==> src/rtl/dow_pkg.sv <==
// Shared types, limits and calendar helpers for the day-of-week arbiter.
package dow_pkg;

    typedef enum logic [1:0] {IDLE, CALC, RESP} state_t;

    localparam logic [2:0] SUN = 3'd0;
    localparam logic [2:0] MON = 3'd1;
    localparam logic [2:0] TUE = 3'd2;
    localparam logic [2:0] WED = 3'd3;
    localparam logic [2:0] THU = 3'd4;
    localparam logic [2:0] FRI = 3'd5;
    localparam logic [2:0] SAT = 3'd6;

    localparam logic [11:0] YEAR_MIN = 12'd1700;
    localparam logic [11:0] YEAR_MAX = 12'd2399;

    function automatic logic is_leap(input logic [11:0] year);
        return (((year % 12'd4) == 12'd0) && ((year % 12'd100) != 12'd0))
            || ((year % 12'd400) == 12'd0);
    endfunction

    // Returns 0 for an out-of-range month so any date compares as too large.
    function automatic logic [4:0] days_in_month(input logic [3:0] month, input logic leap);
        case (month)
            4'd1, 4'd3, 4'd5, 4'd7, 4'd8, 4'd10, 4'd12: return 5'd31;
            4'd4, 4'd6, 4'd9, 4'd11:                    return 5'd30;
            4'd2:                                       return leap ? 5'd29 : 5'd28;
            default:                                    return 5'd0;
        endcase
    endfunction

endpackage

==> src/rtl/date_converter.sv <==
// Combinational Gregorian weekday (0=Sunday) for years 1700..2399 via
// century/month key codes; result is meaningless for invalid dates.
module date_converter
    import dow_pkg::*;
(
    input  logic [4:0]  i_date,
    input  logic [3:0]  i_month,
    input  logic [11:0] i_year,
    output logic [2:0]  o_day
);

    logic [5:0] w_century;
    logic [6:0] w_yy;
    logic [2:0] w_mcode;
    logic [2:0] w_ccode;
    logic       w_jf_corr;
    logic [7:0] w_sum;

    always_comb begin
        w_century = 6'(i_year / 12'd100);
        w_yy      = 7'(i_year % 12'd100);
        w_jf_corr = is_leap(i_year) && ((i_month == 4'd1) || (i_month == 4'd2));

        case (i_month)
            4'd1, 4'd10: w_mcode = 3'd0;
            4'd2, 4'd3, 4'd11: w_mcode = 3'd3;
            4'd4, 4'd7:  w_mcode = 3'd6;
            4'd5:        w_mcode = 3'd1;
            4'd6:        w_mcode = 3'd4;
            4'd8:        w_mcode = 3'd2;
            4'd9, 4'd12: w_mcode = 3'd5;
            default:     w_mcode = 3'd0;
        endcase

        case (w_century[1:0])
            2'd0:    w_ccode = 3'd6;
            2'd1:    w_ccode = 3'd4;
            2'd2:    w_ccode = 3'd2;
            default: w_ccode = 3'd0;
        endcase

        // Max sum 99+24+6+6+31 = 166, so 8 bits never wraps before the mod.
        w_sum = {1'b0, w_yy} + {3'b0, w_yy[6:2]} + {5'b0, w_mcode}
              + {5'b0, w_ccode} + {3'b0, i_date} - {7'b0, w_jf_corr};
        o_day = 3'(w_sum % 8'd7);
    end

endmodule

==> src/rtl/dow_arbiter.sv <==
// Round-robin front end sharing one date_converter among N_REQ requesters,
// with date validation and a valid/ready tagged response.
module dow_arbiter
    import dow_pkg::*;
#(
    parameter  int N_REQ = 4,
    localparam int ID_W  = $clog2(N_REQ)
) (
    input  logic                 clk,
    input  logic                 rst_n,
    input  logic [N_REQ-1:0]     req_valid,
    input  logic [5*N_REQ-1:0]   req_date,
    input  logic [4*N_REQ-1:0]   req_month,
    input  logic [12*N_REQ-1:0]  req_year,
    output logic [N_REQ-1:0]     req_ready,
    output logic                 rsp_valid,
    input  logic                 rsp_ready,
    output logic [ID_W-1:0]      rsp_id,
    output logic [2:0]           rsp_day,
    output logic                 rsp_err
);

    state_t              r_state;
    state_t              w_next_state;
    logic [ID_W-1:0]     r_rr_ptr;
    logic [ID_W-1:0]     r_gid;
    logic [ID_W-1:0]     w_gid;
    logic                w_found;
    logic [2*N_REQ-1:0]  w_dbl;
    logic [N_REQ-1:0]    w_rot;
    logic [4:0]          r_date;
    logic [3:0]          r_month;
    logic [11:0]         r_year;
    logic [2:0]          w_conv_day;
    logic                w_leap;
    logic [4:0]          w_dim;
    logic                w_err;
    logic [ID_W-1:0]     r_rsp_id;
    logic [2:0]          r_rsp_day;
    logic                r_rsp_err;

    // Rotate so rr_ptr lands at bit 0, then take the lowest set bit.
    always_comb begin
        w_dbl   = {req_valid, req_valid} >> r_rr_ptr;
        w_rot   = w_dbl[N_REQ-1:0];
        w_found = 1'b0;
        w_gid   = '0;
        for (int unsigned i = 0; i < N_REQ; i++) begin
            if (!w_found && w_rot[i]) begin
                w_found = 1'b1;
                w_gid   = ID_W'((i + r_rr_ptr) % unsigned'(N_REQ));
            end
        end
    end

    always_comb begin
        req_ready = '0;
        if ((r_state == IDLE) && w_found) begin
            req_ready[w_gid] = 1'b1;
        end
    end

    always_comb begin
        w_next_state = r_state;
        case (r_state)
            IDLE:    if (w_found) w_next_state = CALC;
            CALC:    w_next_state = RESP;
            RESP:    if (rsp_ready) w_next_state = IDLE;
            default: w_next_state = IDLE;
        endcase
    end

    always_comb begin
        w_leap = is_leap(r_year);
        w_dim  = days_in_month(r_month, w_leap);
        w_err  = (r_year < YEAR_MIN) || (r_year > YEAR_MAX)
              || (r_month == 4'd0) || (r_month > 4'd12)
              || (r_date == 5'd0) || (r_date > w_dim);
    end

    date_converter u_conv (
        .i_date  (r_date),
        .i_month (r_month),
        .i_year  (r_year),
        .o_day   (w_conv_day)
    );

    always_ff @(posedge clk or negedge rst_n) begin
        if (!rst_n) begin
            r_state   <= IDLE;
            r_rr_ptr  <= '0;
            r_gid     <= '0;
            r_date    <= '0;
            r_month   <= '0;
            r_year    <= '0;
            r_rsp_id  <= '0;
            r_rsp_day <= '0;
            r_rsp_err <= 1'b0;
        end else begin
            r_state <= w_next_state;
            case (r_state)
                IDLE: begin
                    if (w_found) begin
                        r_gid   <= w_gid;
                        r_date  <= req_date[5*w_gid +: 5];
                        r_month <= req_month[4*w_gid +: 4];
                        r_year  <= req_year[12*w_gid +: 12];
                    end
                end
                CALC: begin
                    r_rsp_id  <= r_gid;
                    r_rsp_err <= w_err;
                    r_rsp_day <= w_err ? SUN : w_conv_day;
                end
                RESP: begin
                    if (rsp_ready) begin
                        r_rr_ptr <= ID_W'((r_gid + 1) % unsigned'(N_REQ));
                    end
                end
                default: ;
            endcase
        end
    end

    assign rsp_valid = (r_state == RESP);
    assign rsp_id    = r_rsp_id;
    assign rsp_day   = r_rsp_day;
    assign rsp_err   = r_rsp_err;

endmodule

==> config.mk <==
export PLATFORM = sky130hd
export DESIGN_NAME = dow_arbiter
export DESIGN_NICKNAME = d
export VERILOG_FILES = /design/src/rtl/dow_pkg.sv /design/src/rtl/date_converter.sv /design/src/rtl/dow_arbiter.sv
export SDC_FILE = /design/constraint.sdc
export NUM_CORES = 1
export LEC_CHECK = 0
export CORE_ASPECT_RATIO = 0.75
export CORE_UTILIZATION = 28
export CTS_CLUSTER_SIZE = 16
export DETAILED_ROUTE_END_ITERATION = 7
export GPL_TIMING_DRIVEN = 0
export PLACE_DENSITY = 0.54
export SYNTH_ARGS = -nofsm -noshare
export SYNTH_HDL_FRONTEND = slang
export SYNTH_HIERARCHICAL = 1
export SYNTH_SLANG_ARGS = --single-unit
==> constraint.sdc <==
create_clock -name clk -period 8.05 [get_ports clk]
set_input_delay 2.415 -clock clk [delete_from_list [all_inputs] [get_ports clk]]
set_output_delay 2.415 -clock clk [all_outputs]
set_load 0.005 [all_outputs]
---- Yosys cells after proc, flatten, opt, wreduce, memory -nomap -nowiden ----
Memory sizes are Yosys's and may differ from the RTL's.
Index checks and enable logic that the tools add are counted.
cells by class
  divide/modulo/power cells ............... 4
  shift-type cells ........................ 4
  reduce and logical (&&, ||, !) cells .... 29
  multiply operators ...................... 2
  magnitude comparators ................... 6
  add/sub/neg operators ................... 9
  equal/unequal tests ..................... 18
  mux-type cells .......................... 18
operators with widths
  kind                                                     count
  variable part select 48 x 7 -> 12 bit                    1
  logical NOT 12 bit                                       2
  == test 4 bit (second input constant)                    5
  variable part select 20 x 6 -> 5 bit                     1
  adder 8 x 3 -> 8 bit                                     2
  == test 4 x 3 -> 1 bit (second input constant)           4
  variable part select 16 x 5 -> 4 bit                     1
  case mux 5 bit (3 select lines)                          1
  divider 12 x 7 -> 12 bit (second input constant)         1
  > comparator 12 bit (second input constant)              1
  < comparator 12 x 11 -> 1 bit (second input constant)    1
  remainder unit 12 x 7 -> 12 bit (second input constant)  1
  remainder unit 12 x 9 -> 12 bit (second input constant)  1
  two-way mux 2 bit                                        6
  nonzero test 12 bit                                      1
  case mux 3 bit (3 select lines)                          1
  adder 7 x 5 -> 8 bit                                     1
  adder 8 x 5 -> 8 bit                                     1
  == test 4 x 2 -> 1 bit (second input constant)           2
  remainder unit 8 x 3 -> 8 bit (second input constant)    1
  >> shifter 8 x 2 -> 4 bit                                1
  subtractor 8 x 1 -> 8 bit                                1
  logical AND 1 bit                                        7
  logical OR 1 bit                                         7
  26 further kinds                                         39
word-level totals
  output and inout bits ................... 11
  memory bits (read-only) ................. 48
  memories ................................ 1
  word-level logic and storage cells ...... 100
  register bits ........................... 33
  input bits .............................. 91
memory list
  memory           words  bits a word  read ports  clocked after memory_dff  write ports  RTL line              source
  (no name shown)  16     3            1           0                         0            date_converter.sv:24  case (i_month)

---- Longest topological paths before layout ----
Gate-level depths: netlist of the first run.
  depth after elaboration ................. 16
  mapped depth ............................ 39
  depth with buffers taken out ............ 35

---- By module ----
The synthesis of the first run kept the hierarchy.
modules (own cells, without submodules)
  module          cells each  sequential area each (µm²)  area each (µm²)  instances
  dow_arbiter     489         825.8                       3360.7           1
  date_converter  369         0.0                         2627.5           1

---- Worst setup path after synthesis of the first run ----
No wires, ideal clock.
  path kind ............................... register -> register
  start ................................... reg r_year[7]
  end ..................................... reg r_rsp_day[1], in the netlist rsp_day[1]
  data arrival time ....................... 8.469 ns
  stages on the path, launching flop included .. 32
  data required time ...................... 7.929 ns
  period minus slack after synthesis ...... 8.590 ns
  library setup time ...................... 0.121 ns
  path buffers ............................ 0
  setup slack ............................. -0.540 ns
  path through ............................ dfrtp_1 -> o311ai_1 -> o31ai_1 -> a2111o_1 -> a211oi_2 -> nor3_4 -> o31ai_1 -> nand4_1 -> a221oi_4 -> o211ai_1 -> mux2i_1 -> a311oi_1 -> fa_1 -> inv_1 -> fa_1 -> inv_1 -> fa_1 -> inv_1 -> ha_1 -> fa_1 -> xnor2_1 -> o31ai_1 -> maj3_1 -> a221o_1 -> o21a_1 -> o21bai_1 -> mux2_2 -> ha_1 -> inv_1 -> o21a_1 -> mux2_1 -> a22o_1
between the ends
  elaborated cells between the ends (all ways) .. 29
  classes of those cells .................. 5 x add/sub; 4 x div; 3 x order compare; 2 x eq/ne; 4 x mux; 11 x reduce/logical
RTL lines
  what                                                                                RTL line                                                   source
  start, declared                                                                     dow_arbiter.sv:33                                          logic [11:0] r_year;
  start signal, assigned                                                              dow_arbiter.sv:107                                         r_year <= req_year[12*w_gid +: 12];
  remainder unit 12 x 7 -> 12 bit / divider 12 x 7 -> 12 bit (equally long branches)  dow_pkg.sv:18, date_converter.sv:21, date_converter.sv:20
  adder 7 x 5 -> 8 bit (tied with other cells)                                        date_converter.sv:43                                       w_sum = {1'b0, w_yy} + {3'b0, w_yy[6:2]} + {5'b0, w_mcode}
  adder 8 x 3 -> 8 bit (tied with other cells)                                        date_converter.sv:43
  adder 8 x 3 -> 8 bit / logical OR 1 bit (equally long branches)                     date_converter.sv:44, dow_pkg.sv:19
  adder 8 x 5 -> 8 bit / logical AND 1 bit (equally long branches)                    date_converter.sv:44, date_converter.sv:22
  subtractor 8 x 1 -> 8 bit (*)                                                       date_converter.sv:44                                       + {5'b0, w_ccode} + {3'b0, i_date} - {7'b0, w_jf_corr};
  remainder unit 8 x 3 -> 8 bit (*)                                                   date_converter.sv:45                                       o_day = 3'(w_sum % 8'd7);
  via w_conv_day[1]                                                                   dow_arbiter.sv:34                                          logic [2:0] w_conv_day;
  two-way mux 3 bit (*)                                                               dow_arbiter.sv:113                                         r_rsp_day <= w_err ? SUN : w_conv_day;
  end signal, assigned                                                                dow_arbiter.sv:113
  end, declared                                                                       dow_arbiter.sv:39                                          logic [2:0] r_rsp_day;
Mark *: on every way through the listed nets, which the timed path passes. The rest lies on a longest branch.
A chain may end at the register's enable or synchronous reset.

---- Worst setup path after layout of the first run ----
  start ................................... reg r_year[8]
  end ..................................... reg r_rsp_day[0], in the netlist rsp_day[0]
The elaborated chain is that of the path after synthesis.

==> run_results.csv, run 1 <==
group,metric,value,unit
logic_synthesis,avgSynthCellArea,6.979,sq um
worst_setup_path,r2r_setup_slack,-0.55,ns
logic_synthesis,async_flop_share,100.0,%
clock_network,clock_path_buffers,2,
logic_synthesis,syn_area,5988,sq um
hold_path,holdCritStartpoint,"rsp_id[0]",
floorplanning,core.rowCount,45,
clock_network,cts_tree,"done",
sta,fmax,116.2,MHz
logic_synthesis,yosys.area.top_type_share,13.79,%
sta,fin_ws,-0.5540,ns
hold_path,hold_depth,1,
clock_network,path_clk_slew,0.05,ns
routing,wire_per_inst,15.50,um
clock_network,insertion_delay,0.28,ns
worst_setup_path,worstPathArrival,8.77,ns
clock_network,cts.sinks,33,
sta,hold_viol,0,
place,port_buffers,101,
clock_network,root_buffer,"clkbuf_16",
logic_synthesis,synth_cells,858,
cells_and_area,multiInputGateArea,5161,sq um
sta,period_minus_slack,8.604,ns
logic_synthesis,synthTopCellsByArea,"dfrtp_1 (14%), nor2_1 (6.7%), nand2_1 (6.2%), o21ai_0 (5.8%), ha_1 (5.6%)",
sta,finalMaxSlewViolations,0,
floorplanning,num_io_pins,102,
worst_setup_path,cp_max_fo,7,
global_route,grt_antenna_before_repair,0,
floorplanning,fp.dieH,128.7,um
cells_and_area,post-route-util,41.07,%
hold_path,hp-class,"flip-flop to flip-flop",
sta,rsz0062_at_grt,"yes",
cells_and_area,ff_latch_area,833.3,sq um
status,outcome,"finished, violations left",
routing,drt_iter0_markers,393,
worst_setup_path,slowest_delay,0.51,ns
clock_network,cts_inserted_buffers,5,
logic_synthesis,syn-num-nets,987,
place,hpwl,14890,um
cells_and_area,nNetsFinal,1148,
floorplanning,die-area,21980,sq um
worst_setup_path,r2r-end,"rsp_day[0]",
sta,worstMarginPinSlew,1.021,ns
place,gp_congestion,0.8964,
logic_synthesis,ys_types,100,
cells_and_area,final_cell_mix,"nor2_1 (105), clkdlybuf4s50_1 (100), nand2_1 (98)",
cells_and_area,post_route_cells_drive_above_1_share,18.82,%
worst_setup_path,end_kind,"flip-flop",
clock_network,cts_hold_buf,0,
sta,fin_skew,0.006210,ns
routing,finalWirelength,20180,um
worst_setup_path,path_class,"flip-flop to flip-flop",
logic_synthesis,ys.flop_type,"dfrtp_1",
routing,via_per_inst,5.272,
global_route,grt_usage,18.36,%
hold_path,min_to,"rsp_id[0]",
logic_synthesis,synth_warnings,6,
worst_setup_path,crit_required,8.22,ns
global_route,grt_pass1_vias,6633,
clock_network,htreeDepth,2,
floorplanning,die_w,170.9,um
logic_synthesis,ys_ff_latch,33,
routing,vias,6864,
cells_and_area,fillCellCount,2148,
status,violations,"negative setup slack",
place,preCtsSetupSlack,-1.053,ns
worst_setup_path,critPathLaunchType,"flip-flop",
global_route,grt_overflow,0,
cells_and_area,antenna_cells,0,
sta,hold_ws,0.5059,ns
worst_setup_path,crit_top_cell,"buf_4",
global_route,grt_max_degree,34,
routing,ant_nets,0,
floorplanning,core_area,20610,sq um
cells_and_area,syn_to_final_growth,41.33,%
worst_setup_path,rr_worst_depth,39,
cells_and_area,mostFrequentLayoutCell,"nor2_1",
sta,setup_viol,3,
routing,drc,0,
routing,dr.pass1.iters,5,
global_route,grt_first_pass_wirelength,33060,um
logic_synthesis,synth_edf_count,0,
sta,relSlewSlack,31.53,%
sta,finalCritPeriodShare,106.9,%
job,drv_cap,0,
floorplanning,start_util,29.06,%
logic_synthesis,ys_seq_area_share,13.79,%
logic_synthesis,synth_top_area_cell,"dfrtp_1",
worst_setup_path,cp_slowest_cell,"a2111o_1",
worst_setup_path,r2r-start,"r_year[8]",
layer usage:
metal | part of all wire (%) | global-route usage [%]
met1 | 48 | 25.51
met2 | 44 | 29.72
met3 | 7.4 | 3.814
met4 | 0.61 | 2.784
met5 | 0 | 0
metrics by stage:
step	TNS, ns	area (sq um)	std cells
floorplan	-0.03462	6082	858
global placement	-2.714	7446	1241
detailed placement	-2.577	7441	1241
CTS	-0.9875	8144	1286
global route	-2.190	8463	1302
finish	-1.363	8463	1302
critical path, delay by kind of cell (launching register included):
kind | cells | cell delay, ns
mux | 2 | 0.49
fa+ha+maj | 6 | 2.16
simple gates | 3 | 0.37
xor+xnor | 2 | 0.34
compound gates | 14 | 3.28
buf+inv | 12 | 1.36
flops | 1 | 0.46
worst max-delay path by stage:
stage | cells past startpoint | endpoint | startpoint
global placement | 36 | rsp_day[1] | r_year[8]
detailed placement | 34 | rsp_day[1] | r_year[6]
floorplan | 36 | rsp_day[1] | r_year[7]
finish | 39 | rsp_day[0] | r_year[8]
CTS | 36 | rsp_day[1] | r_year[8]
global route | 39 | rsp_day[1] | r_year[7]
area by class of cell:
cell class,instances,area share [%]
inverters,60,2.661
clock buffers,5,1.478
flip-flops and latches,33,9.846
well taps,282,4.169
multi-input cells,712,60.98
clock inverters,3,0.7688
repair buffers,154,16.77
plain buffers,53,3.326
timing repair:
item                       4_1_cts  5_1_grt
gates cloned                     0        0
resized for setup               50       39
pin swaps                       20       18
buffers inserted                37       16
setup endpoints to repair        3        3
logic make-up after synthesis:
logic type | share of synthesized area (%)
AND/OR/NAND/NOR | 28.19
AO/OA/AOI/OAI | 33.74
buffers and inverters | 8.003
adder cells (fa/ha/maj) | 9.841
flip-flops | 13.79
XOR/XNOR | 3.218
multiplexers | 3.218
state kept, by name (all words and copies together), names as in the netlist:
register,count
r_state,2
r_gid,2
rsp_err,1
r_month,4
rsp_id,2
r_date,5
rsp_day,3
r_year,12
r_rr_ptr,2
cells in the mapped netlist, drive strengths merged (10+ instances only):
cell type and instances:
nor2 108, nand2 99, o21ai 76, inv 59, a21oi 42, nand3 34
dfrtp 33, buf 31, ha 27, nor3 23, clkbuf 22, o211ai 20
nand2b 17, a211oi 15, xnor2 15, o31ai 13, o21a 12, and3 11
fa 11, o22ai 11, and2 10
Power of run 1 is not shown: default switching activity piles up to over one toggle a cycle in this logic, so the estimate is an artifact.
==> inputs of run 2 (changes only) <==
CORE_ASPECT_RATIO = unset   (was 0.75)
CTS_BUF_LIST = sky130_fd_sc_hd__clkbuf_16   (was unset)
SLEW_MARGIN = 10   (was unset)
==> run 2 against run 1 <==
  * The flow still finishes with violations (negative setup slack)
  * Hold slack got worse by 0.0011 ns
  * Critical path depth fell by 4
  * Sequential share of layout area is 0.17 points higher
  * Flip-flop and latch count unchanged
  * Highest routed layer unchanged
  * Final area fell by 1.7%
==> run_results.csv, run 2 (synthesized netlist as in run 1, its figures left out) <==
group,metric,value,unit
status,outcome,"finished, violations left",
status,violations,"negative setup slack",
global_route,grt_first_pass_wirelength,31550,um
cells_and_area,antenna_cells,0,
sta,finalMaxSlewViolations,0,
routing,ant_nets,0,
global_route,grt_max_degree,34,
floorplanning,die_w,148.2,um
place,gp_congestion,0.8527,
clock_network,cts_tree,"done",
sta,hold_viol,0,
global_route,grt_overflow,0,
cells_and_area,mostFrequentLayoutCell,"nor2_1",
cells_and_area,syn_to_final_growth,38.88,%
routing,wire_per_inst,14.98,um
floorplanning,start_util,28.49,%
routing,drc,0,
floorplanning,num_io_pins,102,
place,dpl-instance-area,7432,sq um
cells_and_area,nNetsFinal,1135,
global_route,grt_usage,17.31,%
sta,period_minus_slack,8.447,ns
place,port_buffers,101,
sta,relSlewSlack,40.82,%
floorplanning,fp.dieH,148.2,um
sta,fin_ws,-0.3971,ns
cells_and_area,largest_reg_flops,12,
clock_network,cts_hold_buf,0,
routing,finalWirelength,19210,um
routing,dr.pass1.iters,5,
clock_network,path_clk_slew,0.05,ns
clock_network,root_buffer,"clkbuf_16",
cells_and_area,post-route-util,39.56,%
clock_network,clock_path_buffers,2,
place,dp_cells,1234,
routing,vias,6828,
cells_and_area,reg_top3,"r_year: 12 flops, r_date: 5 flops, r_month: 4 flops",
worst_setup_path,path_class,"flip-flop to flip-flop",
cells_and_area,fillCellCount,2178,
worst_setup_path,worstPathArrival,8.62,ns
sta,setup_viol,3,
hold_path,hp-class,"flip-flop to flip-flop",
worst_setup_path,end_kind,"flip-flop",
sta,tns,-0.6258,ns
routing,drt_iter0_markers,524,
place,hpwl,14450,um
clock_network,cts.sinks,33,
clock_network,htreeDepth,2,
clock_network,insertion_delay,0.28,ns
sta,fmax,118.4,MHz
floorplanning,core.rowCount,53,
worst_setup_path,cp_slowest_cell,"or4b_4",
clock_network,cts_inserted_buffers,5,
global_route,grt_antenna_before_repair,0,
cells_and_area,stdcell_count,1282,
cells_and_area,final_cell_mix,"nor2_1 (104), clkdlybuf4s50_1 (100), nand2_1 (98)",
worst_setup_path,crit_required,8.22,ns
floorplanning,core_area,21020,sq um
sta,fin_skew,0.003498,ns
worst_setup_path,critPathLaunchType,"flip-flop",
hold_path,hold_depth,1,
cells_and_area,final_cell_area,8317,sq um
job,drv_cap,0,
floorplanning,die-area,21980,sq um
worst_setup_path,slowest_delay,0.55,ns
cells_and_area,regMostFlops,"r_year",
worst_setup_path,rr_worst_depth,35,
worst_setup_path,cp_max_fo,6,
routing,via_per_inst,5.326,
global_route,grt_pass1_vias,6512,
sta,finalCritPeriodShare,104.9,%
sta,rsz0062_at_grt,"yes",
sta,worstMarginPinSlew,0.8753,ns
cells_and_area,post_route_cells_drive_above_1_share,18.07,%
## run 2: cell types whose count changed in the layout (fill, tap and decap cells not counted), sizes merged
cell	before	now
buf	83	66
clkbuf	29	32
bufinv	2	0
clkdlybuf4s18	0	1
clkinvlp	0	1
inv	59	60
## run 2: final cells by class
| cell class | count | area [sq um] | share of cell area, % |
|---|---|---|---|
| plain buffers | 52 | 279.0 | 3.355 |
| clock buffers | 5 | 125.1 | 1.504 |
| clock inverters | 3 | 15.01 | 0.1805 |
| inverters | 60 | 225.2 | 2.708 |
| multi-input cells | 712 | 5151 | 61.94 |
| flip-flops and latches | 33 | 833.3 | 10.02 |
| well taps | 275 | 344.1 | 4.137 |
| repair buffers | 142 | 1344 | 16.16 |
## run 2: critical path: cells and delay by family, from the launching register on
| family | cells | cell delay [ns] |
|---|---|---|
| AO/OA/AOI/OAI | 15 | 3.08 |
| adder cells (fa/ha/maj) | 6 | 2.20 |
| AND/OR/NAND/NOR | 4 | 1.09 |
| multiplexers | 3 | 0.91 |
| buffers and inverters | 6 | 0.48 |
| flip-flops | 1 | 0.47 |
| XOR/XNOR | 1 | 0.10 |
## run 2: metal layers
layer / wire (um) / global-route usage (%) / vias to the layer above / share of wire [%]
li1: - / - / 3428 / -
met4: 289 / 4.485 / 0 / 1.5
met1: 8608 / 22.20 / 3134 / 45
met5: 0 / 0 / - / 0
met2: 9177 / 30.00 / 240 / 48
met3: 1130 / 2.730 / 26 / 5.9
## run 2: final timing paths
| path | start | end | slack (ns) |
|---|---|---|---|
| worst max-delay path | r_year[8] | rsp_day[1] | -0.40 |
| max in group asynchronous | rst_n | r_year[9] | 5.33 |
| worst min register to register | rsp_id[0] | rsp_id[0] | 0.50 |
| min in group asynchronous | rst_n | rsp_day[0] | 2.19 |
| worst min-delay path | rsp_id[0] | rsp_id[0] | 0.50 |
| worst max register to register | r_year[8] | rsp_day[1] | -0.40 |
## run 2: metrics by stage
stage / hold slack (ns) / worst slack [ns]
final: 0.5048 / -0.3971
after CTS: 0.5073 / -0.4450
after global routing: 0.5223 / -0.7271
after detailed placement: 0.4953 / -1.068
after floorplan: 0.4878 / -0.03462
after global placement: 0.4897 / -1.053
## run 2: what timing repair did
action,in CTS,in global routing
pin swaps,26,31
hold endpoints to repair,0,0
setup buffers,31,10
resized for setup,55,43
setup endpoints to repair,3,4
Power of run 2 is left out for the same reason.
==> inputs of run 3 (changes only) <==
HOLD_SLACK_MARGIN = 0.03   (was unset)
==> results of run 3 <==
The final DEF is identical to that of run 2; final timing and power are the same.
Power of run 3 is left out for the same reason.
==> RTL edit (settings of run 3) <==
The parameter `N_REQ` goes from 4 to 2.
--- a/src/rtl/dow_arbiter.sv
+++ b/src/rtl/dow_arbiter.sv
@@ -5,3 +5,3 @@
 #(
-    parameter  int N_REQ = 4,
+    parameter  int N_REQ = 2,
     localparam int ID_W  = $clog2(N_REQ)
Ports: changed (6 resized); port bits go from 102 to 55. No check against the original RTL was run, so the function may have changed too.
==> RTL edit against run 3 <==
The flow still finishes with violations (setup timing). Cell count is 25% lower. Critical path depth fell by 2. Cell area decreased by 18%. Worst setup slack worse by 0.015 ns. Count of clock-buffer cells in the layout unchanged. Maximum frequency fell by 0.18%. Sequential cell count down 3. Synthesized area decreased by 18%. Routed wire length decreased by 23%. Highest routed layer unchanged.
Power is left out: the tool's default activity adds up to more than one toggle a clock period on the data nets, which glitch-free logic cannot reach.
==> RTL edit: results (changes against run 3) <==
worst_setup_path:
  cp_max_fo: 7  # was 6
  crit_path_max_incr_delay_ns: 0.57  # was 0.55 ns
  slowest_stage: "a2111o_1"  # was or4b_4
yosys:
  synth_compound_area_frac: 0.3704  # was 0.3374
  synth_cell_types: 88  # was 100
  muxShareOfSynthArea: 0.03319  # was 0.03218
  synthAdderAreaFrac: 0.1179  # was 0.09841
grt:
  grt_pass1_vias: 5234  # was 6512
  grt_max_degree: 31  # was 34
  grt_pass1_wl_um: 24760  # was 31550 um
  grt_usage: 0.1631  # was 0.1731
detailed_routing:
  drt_iter0_drc: 344  # was 524
  wl_per_cell_um: 15.40  # was 14.98 um
  vias: 5343  # was 6828
finish:
  fin_nets: 821  # was 1135
  fill_cells: 1738  # was 2178
  drive_gt1_frac: 0.2320  # was 0.1807
status:
  status: "finished with violations"  # unchanged
  violations: "setup timing"  # unchanged
sta:
  fin_ws_ns: -0.4122  # was -0.3971 ns
  timing.hold.ws_ns: 0.4929  # was 0.5048 ns
  fin_worst_skew_ns: 0.006260  # was 0.003498 ns
  worst_pin_slew_ns: 1.034  # was 0.8753 ns
  setup_viol_count_final: 3  # unchanged
placed_design:
  gp_congestion: 0.8812  # was 0.8527
  dpl.hpwl_um: 11030  # was 14450 um
  pre_cts_slack_ns: -1.013  # was -1.068 ns
  dpl_cell_area_um2: 5823  # was 7432 um^2
-- RTL edit: cell count changes in the layout (fill, tap and decap cells not counted), sizes merged, moves of 18 or more --
cell,before,now
a222oi,0,22
o21ai,76,33
clkdlybuf4s50,100,53
inv,60,78
nand2,99,32
nand3,34,11
nor2,108,34
-- RTL edit: worst paths after layout --
| path | startpoint | to | slack [ns] |
|---|---|---|---|
| max in group asynchronous | rst_n | r_year[7] | 5.40 |
| hold reg to reg | r_gid | r_rr_ptr | 0.49 |
| min in group asynchronous | rst_n | r_rr_ptr | 2.17 |
| setup reg to reg | r_year[7] | rsp_day[1] | -0.41 |
| hold / removal | r_gid | r_rr_ptr | 0.49 |
| setup / recovery | r_year[7] | rsp_day[1] | -0.41 |
-- RTL edit: through the flow --
stage          instances  utilization
2_1_floorplan        630            -
3_3_place_gp         909       0.3393
3_5_place_dp         909       0.3390
4_1_cts              945       0.3766
5_1_grt              962       0.3950
6_report             962       0.3950
-- RTL edit: per-layer routing --
| layer | track usage | share of wire | vias up |
|---|---|---|---|
| met5 | 0 | 0 | - |
| met4 | 0.05556 | 0.020 | 0 |
| met3 | 0.009826 | 0.038 | 24 |
| met2 | 0.2847 | 0.50 | 164 |
| met1 | 0.2126 | 0.44 | 2553 |
| li1 | - | - | 2602 |
-- RTL edit: what timing repair did --
item,in CTS,in global routing
endpoints found under the setup margin,3,3
gates resized for setup,48,44
pin swaps,27,34
setup buffers,28,17
-- RTL edit: layout make-up --
class / instances / area [um^2] / share of cell area
inverters: 79 / 296.5 / 0.04370
plain buffers: 38 / 207.7 / 0.03061
clock inverters: 3 / 63.81 / 0.009404
repair buffers: 99 / 889.6 / 0.1311
clock buffers: 5 / 125.1 / 0.01844
well taps: 225 / 281.5 / 0.04149
flip-flops and latches: 30 / 757.0 / 0.1116
multi-input cells: 483 / 4164 / 0.6137
-- RTL edit: cell families (layout without fill, tap and decap cells) --
group | after synthesis | count (layout)
adder cells (fa/ha/maj) | 40 | 40
AND/OR/NAND/NOR | 168 | 168
buffers and inverters | 117 | 224
XOR/XNOR | 22 | 22
multiplexers | 14 | 14
AO/OA/AOI/OAI | 239 | 239
flip-flops | 30 | 30
-- RTL edit: worst max-delay path, delay by kind of cell (launching register included) --
family                     cells  cell delay [ns]
xor gates and xnor gates       1             0.16
buffers and inverters          6             0.54
muxes                          3             0.81
DFF                            1             0.48
and+or+nand+nor                5             1.42
AOI/OAI and AO/OA             12             2.69
adders and majority gates      6             2.22
